<file path="config.mk">
export PLATFORM = sky130hd
export DESIGN_NAME = run_monitor_flat
export DESIGN_NICKNAME = d
export VERILOG_FILES = /design/src/rtl/run_monitor_if.sv /design/src/rtl/run_monitor.sv /design/src/flat_wrapper.sv
export SDC_FILE = /design/constraint.sdc
export NUM_CORES = 1
export LEC_CHECK = 0
export CELL_PAD_IN_SITES_DETAIL_PLACEMENT = 1
export CELL_PAD_IN_SITES_GLOBAL_PLACEMENT = 1
export CORE_ASPECT_RATIO = 0.8
export CORE_MARGIN = 8
export CORE_UTILIZATION = 30
export DETAILED_ROUTE_END_ITERATION = 7
export GPL_TIMING_DRIVEN = 0
export PLACE_DENSITY_LB_ADDON = 0.25
export SETUP_SLACK_MARGIN = 0.02
export SLEW_MARGIN = 10
export SYNTH_ARGS = -nofsm -noshare
export SYNTH_HDL_FRONTEND = slang
export SYNTH_SLANG_ARGS = --single-unit
</file>
<file path="constraint.sdc">
create_clock -name clk -period 3.86 [get_ports clk]
set_clock_uncertainty 0.15 [all_clocks]
set_input_delay 0.579 -clock clk [delete_from_list [all_inputs] [get_ports clk]]
set_output_delay 0.579 -clock clk [all_outputs]
set_load 0.1 [all_outputs]
</file>
<file path="src/rtl/run_monitor_if.sv">
// Bundle for the run monitor: DUT run status in, run tracking results out.
interface run_monitor_if #(
    parameter int CNT_W  = 32,
    parameter int CODE_W = 32
);
    logic              retire_i;
    logic              halt_i;
    logic [CODE_W-1:0] exit_code_i;
    logic [1:0]        state_o;
    logic [CNT_W-1:0]  cycle_cnt_o;
    logic [CNT_W-1:0]  retire_cnt_o;
    logic [CODE_W-1:0] exit_code_o;
    logic              halted_o;
    logic              timeout_o;
    logic              stall_o;
    logic              finish_o;

    // Bench side: drives DUT status, observes results.
    modport master (
        output retire_i, halt_i, exit_code_i,
        input  state_o, cycle_cnt_o, retire_cnt_o, exit_code_o,
        input  halted_o, timeout_o, stall_o, finish_o
    );

    // Monitor side.
    modport slave (
        input  retire_i, halt_i, exit_code_i,
        output state_o, cycle_cnt_o, retire_cnt_o, exit_code_o,
        output halted_o, timeout_o, stall_o, finish_o
    );
endinterface

</file>
<file path="src/rtl/run_monitor.sv">
// Run monitor: follows a DUT run from reset release to termination and
// raises a one-cycle finish request with a sticky reason flag.
//
//   state | meaning
//   IDLE  | in/just out of reset, waiting one edge before the run starts
//   RUN   | program executing; timeout, stall and halt are checked
//   DRAIN | halt seen, letting the pipeline empty; only timeout can interrupt
//   DONE  | terminal until reset; counters frozen, one reason flag set
module run_monitor #(
    parameter int CNT_W        = 32,
    parameter int TIMEOUT      = 100000,
    parameter int STALL_LIMIT  = 1000,
    parameter int DRAIN_CYCLES = 4,
    parameter int CODE_W       = 32
) (
    input logic          clk,
    input logic          rst,
    run_monitor_if.slave mon
);

    typedef enum logic [1:0] {
        ST_IDLE  = 2'd0,
        ST_RUN   = 2'd1,
        ST_DRAIN = 2'd2,
        ST_DONE  = 2'd3
    } state_t;

    localparam int DW = (DRAIN_CYCLES > 1) ? $clog2(DRAIN_CYCLES) : 1;

    // Terminal-count values; only used when the matching feature is enabled.
    localparam logic [CNT_W-1:0] C_ONE        = CNT_W'(1);
    localparam logic [CNT_W-1:0] C_TO_LAST    = CNT_W'(TIMEOUT - 1);
    localparam logic [CNT_W-1:0] C_STALL_LAST = CNT_W'(STALL_LIMIT - 1);
    localparam logic [DW-1:0]    C_DRAIN_INIT = DW'(DRAIN_CYCLES - 1);
    localparam logic [DW-1:0]    C_DRAIN_ONE  = DW'(1);

    state_t             r_state, w_state_nxt;
    logic [CNT_W-1:0]   r_cycle_cnt, w_cycle_cnt_nxt;
    logic [CNT_W-1:0]   r_retire_cnt, w_retire_cnt_nxt;
    logic [CNT_W-1:0]   r_idle_cnt, w_idle_cnt_nxt;
    logic [DW-1:0]      r_drain_cnt, w_drain_cnt_nxt;
    logic [CODE_W-1:0]  r_exit_code, w_exit_code_nxt;
    logic               r_halted, w_halted_nxt;
    logic               r_timeout, w_timeout_nxt;
    logic               r_stall, w_stall_nxt;
    logic               r_finish, w_finish_nxt;
    logic               w_timeout_hit;
    logic               w_stall_hit;
    logic [CNT_W-1:0]   w_retire_inc;

    assign w_retire_inc  = CNT_W'(mon.retire_i);
    assign w_timeout_hit = (TIMEOUT != 0) && (r_cycle_cnt == C_TO_LAST);
    assign w_stall_hit   = (STALL_LIMIT != 0) && !mon.retire_i
                           && (r_idle_cnt == C_STALL_LAST);

    // State register and all registered outputs; reset clears everything.
    always_ff @(posedge clk) begin
        if (rst) begin
            r_state      <= ST_IDLE;
            r_cycle_cnt  <= '0;
            r_retire_cnt <= '0;
            r_idle_cnt   <= '0;
            r_drain_cnt  <= '0;
            r_exit_code  <= '0;
            r_halted     <= 1'b0;
            r_timeout    <= 1'b0;
            r_stall      <= 1'b0;
            r_finish     <= 1'b0;
        end else begin
            r_state      <= w_state_nxt;
            r_cycle_cnt  <= w_cycle_cnt_nxt;
            r_retire_cnt <= w_retire_cnt_nxt;
            r_idle_cnt   <= w_idle_cnt_nxt;
            r_drain_cnt  <= w_drain_cnt_nxt;
            r_exit_code  <= w_exit_code_nxt;
            r_halted     <= w_halted_nxt;
            r_timeout    <= w_timeout_nxt;
            r_stall      <= w_stall_nxt;
            r_finish     <= w_finish_nxt;
        end
    end

    // Next-state and counter updates; termination priority is timeout > stall > halt.
    always_comb begin
        w_state_nxt      = r_state;
        w_cycle_cnt_nxt  = r_cycle_cnt;
        w_retire_cnt_nxt = r_retire_cnt;
        w_idle_cnt_nxt   = r_idle_cnt;
        w_drain_cnt_nxt  = r_drain_cnt;
        w_exit_code_nxt  = r_exit_code;
        w_halted_nxt     = r_halted;
        w_timeout_nxt    = r_timeout;
        w_stall_nxt      = r_stall;
        w_finish_nxt     = 1'b0;

        case (r_state)
            ST_IDLE: begin
                w_state_nxt = ST_RUN;
            end
            ST_RUN: begin
                w_cycle_cnt_nxt  = r_cycle_cnt + C_ONE;
                w_retire_cnt_nxt = r_retire_cnt + w_retire_inc;
                w_idle_cnt_nxt   = mon.retire_i ? '0 : (r_idle_cnt + C_ONE);
                if (w_timeout_hit) begin
                    w_state_nxt   = ST_DONE;
                    w_timeout_nxt = 1'b1;
                    w_finish_nxt  = 1'b1;
                end else if (w_stall_hit) begin
                    w_state_nxt  = ST_DONE;
                    w_stall_nxt  = 1'b1;
                    w_finish_nxt = 1'b1;
                end else if (mon.halt_i) begin
                    w_exit_code_nxt = mon.exit_code_i;
                    if (DRAIN_CYCLES == 0) begin
                        w_state_nxt  = ST_DONE;
                        w_halted_nxt = 1'b1;
                        w_finish_nxt = 1'b1;
                    end else begin
                        w_state_nxt     = ST_DRAIN;
                        w_drain_cnt_nxt = C_DRAIN_INIT;
                    end
                end
            end
            ST_DRAIN: begin
                w_cycle_cnt_nxt  = r_cycle_cnt + C_ONE;
                w_retire_cnt_nxt = r_retire_cnt + w_retire_inc;
                if (w_timeout_hit) begin
                    w_state_nxt   = ST_DONE;
                    w_timeout_nxt = 1'b1;
                    w_finish_nxt  = 1'b1;
                end else if (r_drain_cnt == '0) begin
                    w_state_nxt  = ST_DONE;
                    w_halted_nxt = 1'b1;
                    w_finish_nxt = 1'b1;
                end else begin
                    w_drain_cnt_nxt = r_drain_cnt - C_DRAIN_ONE;
                end
            end
            ST_DONE: begin
                w_state_nxt = ST_DONE;
            end
            default: begin
                w_state_nxt = ST_IDLE;
            end
        endcase
    end

    assign mon.state_o      = r_state;
    assign mon.cycle_cnt_o  = r_cycle_cnt;
    assign mon.retire_cnt_o = r_retire_cnt;
    assign mon.exit_code_o  = r_exit_code;
    assign mon.halted_o     = r_halted;
    assign mon.timeout_o    = r_timeout;
    assign mon.stall_o      = r_stall;
    assign mon.finish_o     = r_finish;

endmodule

</file>
<file path="src/flat_wrapper.sv">
// flat-port wrapper written by rule: the top's interface ports become plain ports
module run_monitor_flat 
#(
    parameter int CNT_W        = 32,
    parameter int TIMEOUT      = 100000,
    parameter int STALL_LIMIT  = 1000,
    parameter int DRAIN_CYCLES = 4,
    parameter int CODE_W       = 32
)
  (clk, rst, mon_retire_i, mon_halt_i, mon_exit_code_i, mon_state_o, mon_cycle_cnt_o, mon_retire_cnt_o, mon_exit_code_o, mon_halted_o, mon_timeout_o, mon_stall_o, mon_finish_o);
  run_monitor_if #(.CNT_W(CNT_W), .CODE_W(CODE_W)) mon_i ();
  input logic clk;
  input logic rst;
  input wire logic [$bits(mon_i.retire_i)-1:0] mon_retire_i;
  input wire logic [$bits(mon_i.halt_i)-1:0] mon_halt_i;
  input wire logic [$bits(mon_i.exit_code_i)-1:0] mon_exit_code_i;
  output wire logic [$bits(mon_i.state_o)-1:0] mon_state_o;
  output wire logic [$bits(mon_i.cycle_cnt_o)-1:0] mon_cycle_cnt_o;
  output wire logic [$bits(mon_i.retire_cnt_o)-1:0] mon_retire_cnt_o;
  output wire logic [$bits(mon_i.exit_code_o)-1:0] mon_exit_code_o;
  output wire logic [$bits(mon_i.halted_o)-1:0] mon_halted_o;
  output wire logic [$bits(mon_i.timeout_o)-1:0] mon_timeout_o;
  output wire logic [$bits(mon_i.stall_o)-1:0] mon_stall_o;
  output wire logic [$bits(mon_i.finish_o)-1:0] mon_finish_o;
  assign mon_i.retire_i = mon_retire_i;
  assign mon_i.halt_i = mon_halt_i;
  assign mon_i.exit_code_i = mon_exit_code_i;
  assign mon_state_o = mon_i.state_o;
  assign mon_cycle_cnt_o = mon_i.cycle_cnt_o;
  assign mon_retire_cnt_o = mon_i.retire_cnt_o;
  assign mon_exit_code_o = mon_i.exit_code_o;
  assign mon_halted_o = mon_i.halted_o;
  assign mon_timeout_o = mon_i.timeout_o;
  assign mon_stall_o = mon_i.stall_o;
  assign mon_finish_o = mon_i.finish_o;
  run_monitor #(.CNT_W(CNT_W), .TIMEOUT(TIMEOUT), .STALL_LIMIT(STALL_LIMIT), .DRAIN_CYCLES(DRAIN_CYCLES), .CODE_W(CODE_W)) u_core (.clk(clk), .rst(rst), .mon(mon_i));
endmodule
</file>
* Word level (Yosys, flattened, before mapping)
Index checks and enable logic that the tools add are counted.
Operators by class: bitwise logic cells 2, muxes and demuxes 18, equal/unequal tests 12, add/subtract/negate cells 4, reduce and logical (&&, ||, !) cells 12
Operator list (number):
- $add A32 B1 Y32 const B | 2
- $add A32 B1 Y32 | 1
- $eq A32 B10 Y1 const B | 1
- $eq A32 B17 Y1 const B | 1
- $mux W32 | 1
- $mux W2 | 10
- $ne A2 B2 Y1 const B | 5
- $pmux W2 S4 | 1
- $reduce_and A3 Y1 | 2
- $reduce_and A6 Y1 | 1
- $eq A2 B2 Y1 const B | 2
- $logic_not A2 Y1 | 2
- $mux W1 | 4
- $ne A4 B2 Y1 const B | 1
- $pmux W2 S2 | 1
- $reduce_and A2 Y1 | 2
- $reduce_and A4 Y1 | 1
- $ne A3 B1 Y1 const B | 1
- $eq A2 B1 Y1 const B | 1
- $not A1 Y1 | 2
- $pmux W1 S2 | 1
- $reduce_bool A2 Y1 | 1
- $reduce_or A2 Y1 | 1
- $sub A2 B1 Y2 const B | 1
- other kinds (2) | 2
Word-level totals: word-level logic and storage cells 58, output and inout port bits 102, input port bits 36, register bits after elaboration 136

* Longest topological paths before layout
Gate-level depths: netlist of the first run.
depth in word-level cells 5, gate-level depth with buffers 9

* Least setup slack after synthesis of the first run
OpenSTA, ideal clock, no wires.
path kind register to register, start point register u_core.r_state[0] (netlist: u_core.mon.state_o[0]), end point register u_core.r_cycle_cnt[29] (netlist: u_core.mon.cycle_cnt_o[29]), path buffers 1, slack 0.710 ns, setup time 0.071 ns, cell stages (with the launch flop) 9, clock period less this slack 3.150 ns, data arrival time 2.930 ns, path through dfxtp_1 -> inv_1 -> ha_1 -> nand4_1 -> or2_0 -> or4_1 -> buf_2 -> or3_1 -> a21oi_1
On the way: longest elaborated chain between the ends 2
RTL lines:
- from (decl) | RTL line run_monitor.sv:37 | state_t r_state, w_state_nxt;
- from (signal assigned) | RTL line run_monitor.sv:70 | r_state <= w_state_nxt;
- $eq A2 B1 Y1 or $eq A2 B2 Y1 (tied branches) | RTL line run_monitor.sv:96 | case (r_state)
- $reduce_or A2 Y1 (no line) *
- to (signal assigned) | RTL line run_monitor.sv:71 | r_cycle_cnt <= w_cycle_cnt_nxt;
- to (decl) | RTL line run_monitor.sv:38 | logic [CNT_W-1:0] r_cycle_cnt, w_cycle_cnt_nxt;
Mark *: on every way between the ends. The rest lies on a longest branch, timed or not. A chain may end at the register's enable or synchronous reset.

* Worst setup path after layout of the first run
start point input port mon_retire_i, end point register u_core.r_retire_cnt[26] (netlist: u_core.mon.retire_cnt_o[26])
On the way: longest elaborated chain between the ends 1
RTL lines:
- from (decl) | RTL line flat_wrapper.sv:14 | input wire logic [$bits(mon_i.retire_i)-1:0] mon_retire_i;
- $add A32 B1 Y32 | RTL line run_monitor.sv:102, run_monitor.sv:126
- to (signal assigned) | RTL line run_monitor.sv:72 | r_retire_cnt <= w_retire_cnt_nxt;
- to (decl) | RTL line run_monitor.sv:39 | logic [CNT_W-1:0] r_retire_cnt, w_retire_cnt_nxt;
No other way between the ends.

==> flow_metrics.tcl, run 1 <==
set metrics [dict create \
    cts_setup_buffers 0 \
    final_antenna_net_count 0 \
    grt_pass1_vias 5620 \
    finalWirelength_um 18100 \
    cp_cell_sequence "clkdlybuf4s50_1, ha_1, ha_1, nand2_1, or3_1, or2_1, buf_2, nor3_1, xnor2_1, nor2_1" \
    grt_usage_pct 15.1 \
    clkTransAtPathRegs_ns 0.06 \
    crit_family "simple AND/OR/NAND/NOR gates" \
    period_needed_ns 2.92 \
    crit_top_cell "ha_1" \
    grt-ovfl-total 0 \
    rsz0062_at_grt "no" \
    synth_edf_count 0 \
    synth_flop_cell "dfxtp_1" \
    viasPerCell 4.78 \
    cpPeakStageDelay_ns 0.57 \
    whs_endpoint "u_core.r_drain_cnt[0]" \
    routedWlPerCell_um 16.7 \
    yosys-top-cells-area "dfxtp_1, nor2_1, xor2_1" \
    drc_errors 0 \
    clk_latency_ns 0.42 \
    slowest_stage "clkdlybuf4s50_1" \
    firstDrtPassIters 4 \
    grt_pass1_wl_um 29800 \
    path_max_fanout 10 \
    antenna_found_initial 0 \
    cts_tree "built" \
    hp-start "u_core.r_drain_cnt[0]" \
    report.final.slew_viol_count 0 \
    cp.required_ns 3.99 \
    outcome "finished clean" \
    yosysUniqueCellTypes 42 \
    port_buffers 136 \
    gp_congestion 0.786 \
    nFillCells 2256 \
    dp_hpwl_um 13700 \
    n_antenna_cell 0 \
    peakVddDrop_v 0.000277 \
    worstReg2RegStart "u_core.mon.state_o[0]" \
    final.period_utilization_pct 75.7 \
    dieWidth_um 173 \
    layout-drive-gt1-share_pct 5.35 \
    tightestPinTransition_ns 1.04 \
    start_util_pct 30.2 \
    ys_async_sr_fraction_pct 0 \
    htree_num_levels 4 \
    clk_path_buf_depth 2 \
    powerDensity_nw_per_um2 549 \
    clock-sinks 136 \
    core-area_um2 19500 \
    finalSetupViolCount 0 \
    grt_max_degree 17 \
    ys_warn_count 0 \
    cts_root_buffer "clkbuf_16" \
    syn_inst 655 \
    vias 5190 \
    ys_ff_latch 136 \
    syn_nets 700 \
    endpoint_kind "flip-flop" \
    final_util_pct 41.9 \
    hold_path.class "flip-flop to flip-flop" \
    hold_buffers 0 \
    dieHeight_um 141 \
    synthToLayoutAreaGrowth_pct 38.7 \
    seq_area_frac_synth_pct 46.2 \
    whs_path_depth 2 \
    relSlewSlack_pct 30.7 \
    setup_tns_ns 0 \
    cp.arrival_ns 3.05 \
    fin_nets 855 \
    cap_violations 0 \
    leakage_nw 2.80 \
    synth_area_um2 5890 \
    cts_made_buffers 17 \
    die_area_um2 24400 \
    syn_avg_cell_area_um2 8.99 \
    yosys.area.top_type "dfxtp_1" \
    post_cts_resized 0 \
    max_freq_mhz 342 \
    crit_buf_inv 2 \
    r2r_cells 9 \
    rr_endpoint "u_core.mon.retire_cnt_o[26]" \
    first_iter_violations 210 \
    hold_violations 0 \
    rows 46 \
    criticalPathCategory "input port to flip-flop" \
    cp-start-kind "input port" \
    r2r_slack_ns 1.12 \
    yosys.area.top_type_share_pct 46.2 \
    io_pins 138 \
]
==> worst max path at each step <==
stage / startpoint / endpoint / cells past startpoint
after detailed placement: mon_retire_i / u_core.mon.retire_cnt_o[28] / 10
after global routing: mon_retire_i / u_core.mon.retire_cnt_o[26] / 10
after CTS: mon_retire_i / u_core.mon.retire_cnt_o[28] / 10
final: mon_retire_i / u_core.mon.retire_cnt_o[26] / 10
after floorplan: u_core.mon.state_o[0] / u_core.mon.cycle_cnt_o[29] / 8
after global placement: mon_retire_i / u_core.mon.retire_cnt_o[20] / 10
==> cells by family (layout without fill, tap and decap cells) <==
| kind of cell | count (synthesis) | after routing | synth area share (%) |
|---|---|---|---|
| adder cells (fa/ha/maj) | 9 | 9 | 1.91 |
| AND/OR/NAND/NOR | 313 | 313 | 26.9 |
| multiplexers | 36 | 36 | 6.12 |
| flip-flops | 136 | 136 | 46.2 |
| buffers and inverters | 40 | 207 | 3.12 |
| AO/OA/AOI/OAI | 41 | 41 | 3.84 |
| XOR/XNOR | 80 | 80 | 11.9 |
==> layout make-up <==
type / instances / area, um2 / share of cell area, %
tap: 264 / 330 / 4.04
clock buffer: 18 / 429 / 5.25
timing repair buffer: 136 / 1360 / 16.7
sequential: 136 / 2720 / 33.3
multi-input combinational: 479 / 2980 / 36.5
buffer: 24 / 124 / 1.52
inverter: 16 / 60.1 / 0.735
clock inverter: 13 / 156 / 1.91
==> registers in the layout, indices dropped and copies added (netlist names) <==
register / cells
u_core.mon.cycle_cnt_o: 32
u_core.mon.exit_code_o: 32
u_core.mon.retire_cnt_o: 32
u_core.r_idle_cnt: 32
u_core.mon.state_o: 2
u_core.r_drain_cnt: 2
u_core.mon.finish_o: 1
u_core.mon.halted_o: 1
u_core.mon.stall_o: 1
u_core.mon.timeout_o: 1
==> tightest hold or removal path, delay by kind of cell (launching register included) <==
kind,cells,cell delay (ns)
AOI/OAI and AO/OA,1,0.06
buffers and inverters,1,0.07
DFF,1,0.31
==> per-stage QoR <==
stage	power [mW]	instance area, um2	setup WS, ns	hold WS [ns]	cells
floorplan	2.54	5890	0.710	0.297	655
global placement	2.85	7580	0.614	0.305	1055
detailed placement	2.89	7580	0.512	0.324	1055
CTS	4.53	8170	0.943	0.332	1086
global route	4.67	8170	0.824	0.358	1086
finish	4.48	8170	0.938	0.329	1086
==> synthesized netlist by cell type (all sizes together), types with 2 or more instances <==
cell type,number
a211oi,2
a21o,2
a21oi,17
a31oi,2
and2,2
and3,13
and4,11
buf,11
clkbuf,13
dfxtp,136
ha,9
inv,16
mux2i,36
nand2,40
nand2b,5
nand3,26
nand4,27
nor2,132
nor2b,3
nor3,14
nor4,15
nor4b,3
nor4bb,2
o21ai,15
or2,2
or3,13
or4,3
xnor2,36
xor2,44
==> placed cells by master, fill, tap and decap left out, types with 2 or more instances in the layout <==
cell and count:
or3_1 13, nor4_2 3, o21ai_0 15, and2_1 2, and3_1 12, nor3_1 13, nor4b_1 3, a31oi_1 2
and4_1 11, clkdlybuf4s50_1 136, inv_1 16, mux2i_1 36, nor4_1 11, a211oi_1 2, clkinv_4 3, xor2_1 44
xnor2_1 36, clkinvlp_4 2, nor2b_1 3, clkbuf_1 14, buf_1 4, bufinv_16 3, clkbuf_16 17, a21o_1 2
nor4bb_1 2, dfxtp_1 136, nand2b_1 5, nand4_1 26, nor2_1 132, buf_2 3, or4_1 3, ha_1 9
buf_6 4, nand2_1 40, a21oi_1 17, clkinv_2 5, nand3_1 26
==> metal layers <==
metal / track usage, % / up-vias / routed length (um)
met5: 0 / - / 0
met4: 4.12 / 0 / 229
met3: 5.15 / 17 / 1090
met2: 23.9 / 113 / 8080
met1: 19.3 / 2502 / 8750
li1: - / 2558 / -
==> power by group <==
group          internal (mW)  total (mW)  switching [mW]
logic                  0.364        1.28           0.918
registers               1.50        1.56          0.0643
clock network           1.01        1.64           0.630
total                   2.87        4.48            1.61
No activity file was read; power rests on OpenSTA's default activity.
==> run 2: changes to the inputs <==
clock period = 2.93 ns   (was 3.86 ns; I/O delays follow)
==> flow_metrics.tcl, run 2 (same netlist as run 1, synthesis figures left out) <==
set metrics [dict create \
    mostFrequentLayoutCells "clkdlybuf4s50_1, nor2_1, dfxtp_1" \
    hp-start "u_core.r_drain_cnt[0]" \
    layout-drive-gt1-share_pct 6.08 \
    first_iter_violations 206 \
    clock-sinks 136 \
    crit_buf_inv 2 \
    leakage_nw 2.82 \
    peakVddDrop_v 0.000379 \
    clk_latency_ns 0.43 \
    cp-start-kind "input port" \
    vias 5167 \
    final_antenna_net_count 0 \
    power_mw 6.16 \
    cts_setup_buffers 0 \
    finalWirelength_um 18000 \
    placed_cell_area_um2 7590 \
    io_pins 138 \
    cpPeakStageDelay_ns 0.56 \
    die_area_um2 24400 \
    criticalPathCategory "input port to flip-flop" \
    grt_usage_pct 14.9 \
    dp_hpwl_um 13600 \
    final.period_utilization_pct 93.7 \
    powerDensity_nw_per_um2 746 \
    cp.required_ns 3.07 \
    critical_path.startpoint "mon_retire_i" \
    cts_root_buffer "clkbuf_16" \
    dieWidth_um 173 \
    gp_congestion 0.805 \
    dieHeight_um 141 \
    firstDrtPassIters 4 \
    core-area_um2 19500 \
    fin_nets 855 \
    finalSetupViolCount 0 \
    antenna_found_initial 0 \
    relSlewSlack_pct 30.6 \
    cts_tree "built" \
    tightestPinTransition_ns 1.04 \
    max_freq_mhz 364 \
    clk_path_buf_depth 2 \
    n_antenna_cell 0 \
    cap_violations 0 \
    hold_violations 0 \
    grt_pass1_wl_um 29400 \
    period_needed_ns 2.75 \
    outcome "finished clean" \
    synthToLayoutAreaGrowth_pct 40.1 \
    grt_pass1_vias 5514 \
    rsz0062_at_grt "no" \
    cp_cell_sequence "clkdlybuf4s50_1, ha_1, ha_1, nand2_1, or3_1, or2_1, buf_2, nor4_2, xnor2_1, nor2_1" \
    worst_slack_ns 0.185 \
    routedWlPerCell_um 16.6 \
    grt-ovfl-total 0 \
    start_util_pct 30.2 \
    viasPerCell 4.76 \
    port_buffers 136 \
    worstReg2RegStart "u_core.mon.state_o[0]" \
    cts_made_buffers 17 \
    place_ws_ns -0.255 \
    report.final.slew_viol_count 0 \
    stdcell_area_um2 8250 \
    nFillCells 2231 \
    clkTransAtPathRegs_ns 0.06 \
    layout_commonest_cell "clkdlybuf4s50_1" \
    endpoint_kind "flip-flop" \
    crit_family "simple AND/OR/NAND/NOR gates" \
    grt_max_degree 17 \
    drc_errors 0 \
    cp.arrival_ns 2.88 \
    hold_path.class "flip-flop to flip-flop" \
    path_max_fanout 10 \
    slowest_stage "clkdlybuf4s50_1" \
    rows 46 \
    htree_num_levels 4 \
    crit_top_cell "ha_1" \
]
==> run 2: cell count changes in the layout (fill, tap and decap cells not counted), sizes merged <==
cell,previous run,this run
bufinv,3,5
inv,16,20
clkinvlp,2,3
clkinv,8,1
==> run 2: timing repair <==
item	4_1_cts	5_1_grt
gates resized for setup	0	1
setup endpoints to repair	0	21
hold buffers	0	0
==> run 2: per-stage QoR <==
step	hold slack (ns)	util [%]	TNS (ns)	std cells
floorplan	0.297	-	0	655
global placement	0.304	38.9	-1.02	1055
detailed placement	0.325	38.9	-1.67	1055
CTS	0.335	42.3	0	1086
global route	0.353	42.3	0	1086
finish	0.333	42.3	0	1086
==> run 2: power by group <==
group | switching [mW] | internal, mW | leakage (nW)
logic | 1.21 | 0.481 | 1.41
registers | 0.0863 | 1.98 | 1.10
clock network | 0.865 | 1.54 | 0.310
total | 2.16 | 4.00 | 2.82
==> run 2: layer usage <==
| metal | vias to the layer above | track usage [%] | share of wire [%] |
|---|---|---|---|
| li1 | 2555 | - | - |
| met1 | 2490 | 18.5 | 48 |
| met2 | 110 | 23.9 | 46 |
| met3 | 12 | 5.44 | 5.9 |
| met4 | 0 | 4.21 | 0.95 |
| met5 | - | 0 | 0 |
==> run 2: path summary, 6_finish.rpt <==
check                                      to  slack [ns]  cells after the start
setup / recovery  u_core.mon.retire_cnt_o[18]        0.18                     10
hold / removal          u_core.r_drain_cnt[0]        0.33                      2
setup reg to reg  u_core.mon.retire_cnt_o[18]        0.23                      9
hold reg to reg         u_core.r_drain_cnt[0]        0.33                      2
==> run 2: worst reg2reg max path, delay by kind of cell, from the launching register on <==
kind                     cells  cell delay, ns
buffers and inverters        2            0.29
flip-flops                   1            0.36
adder cells (fa/ha/maj)      1            0.43
XOR/XNOR                     1            0.15
AND/OR/NAND/NOR              5            1.17
==> run 2: cell type report <==
| class | instances | area [um2] | share of cell area, % |
|---|---|---|---|
| multi-input cells | 479 | 2990 | 36.3 |
| flip-flops and latches | 136 | 2730 | 33.1 |
| repair buffers | 136 | 1360 | 16.5 |
| clock buffers | 18 | 439 | 5.32 |
| well taps | 264 | 330 | 4.00 |
| clock inverters | 13 | 216 | 2.62 |
| plain buffers | 24 | 124 | 1.50 |
| inverters | 16 | 60.1 | 0.728 |
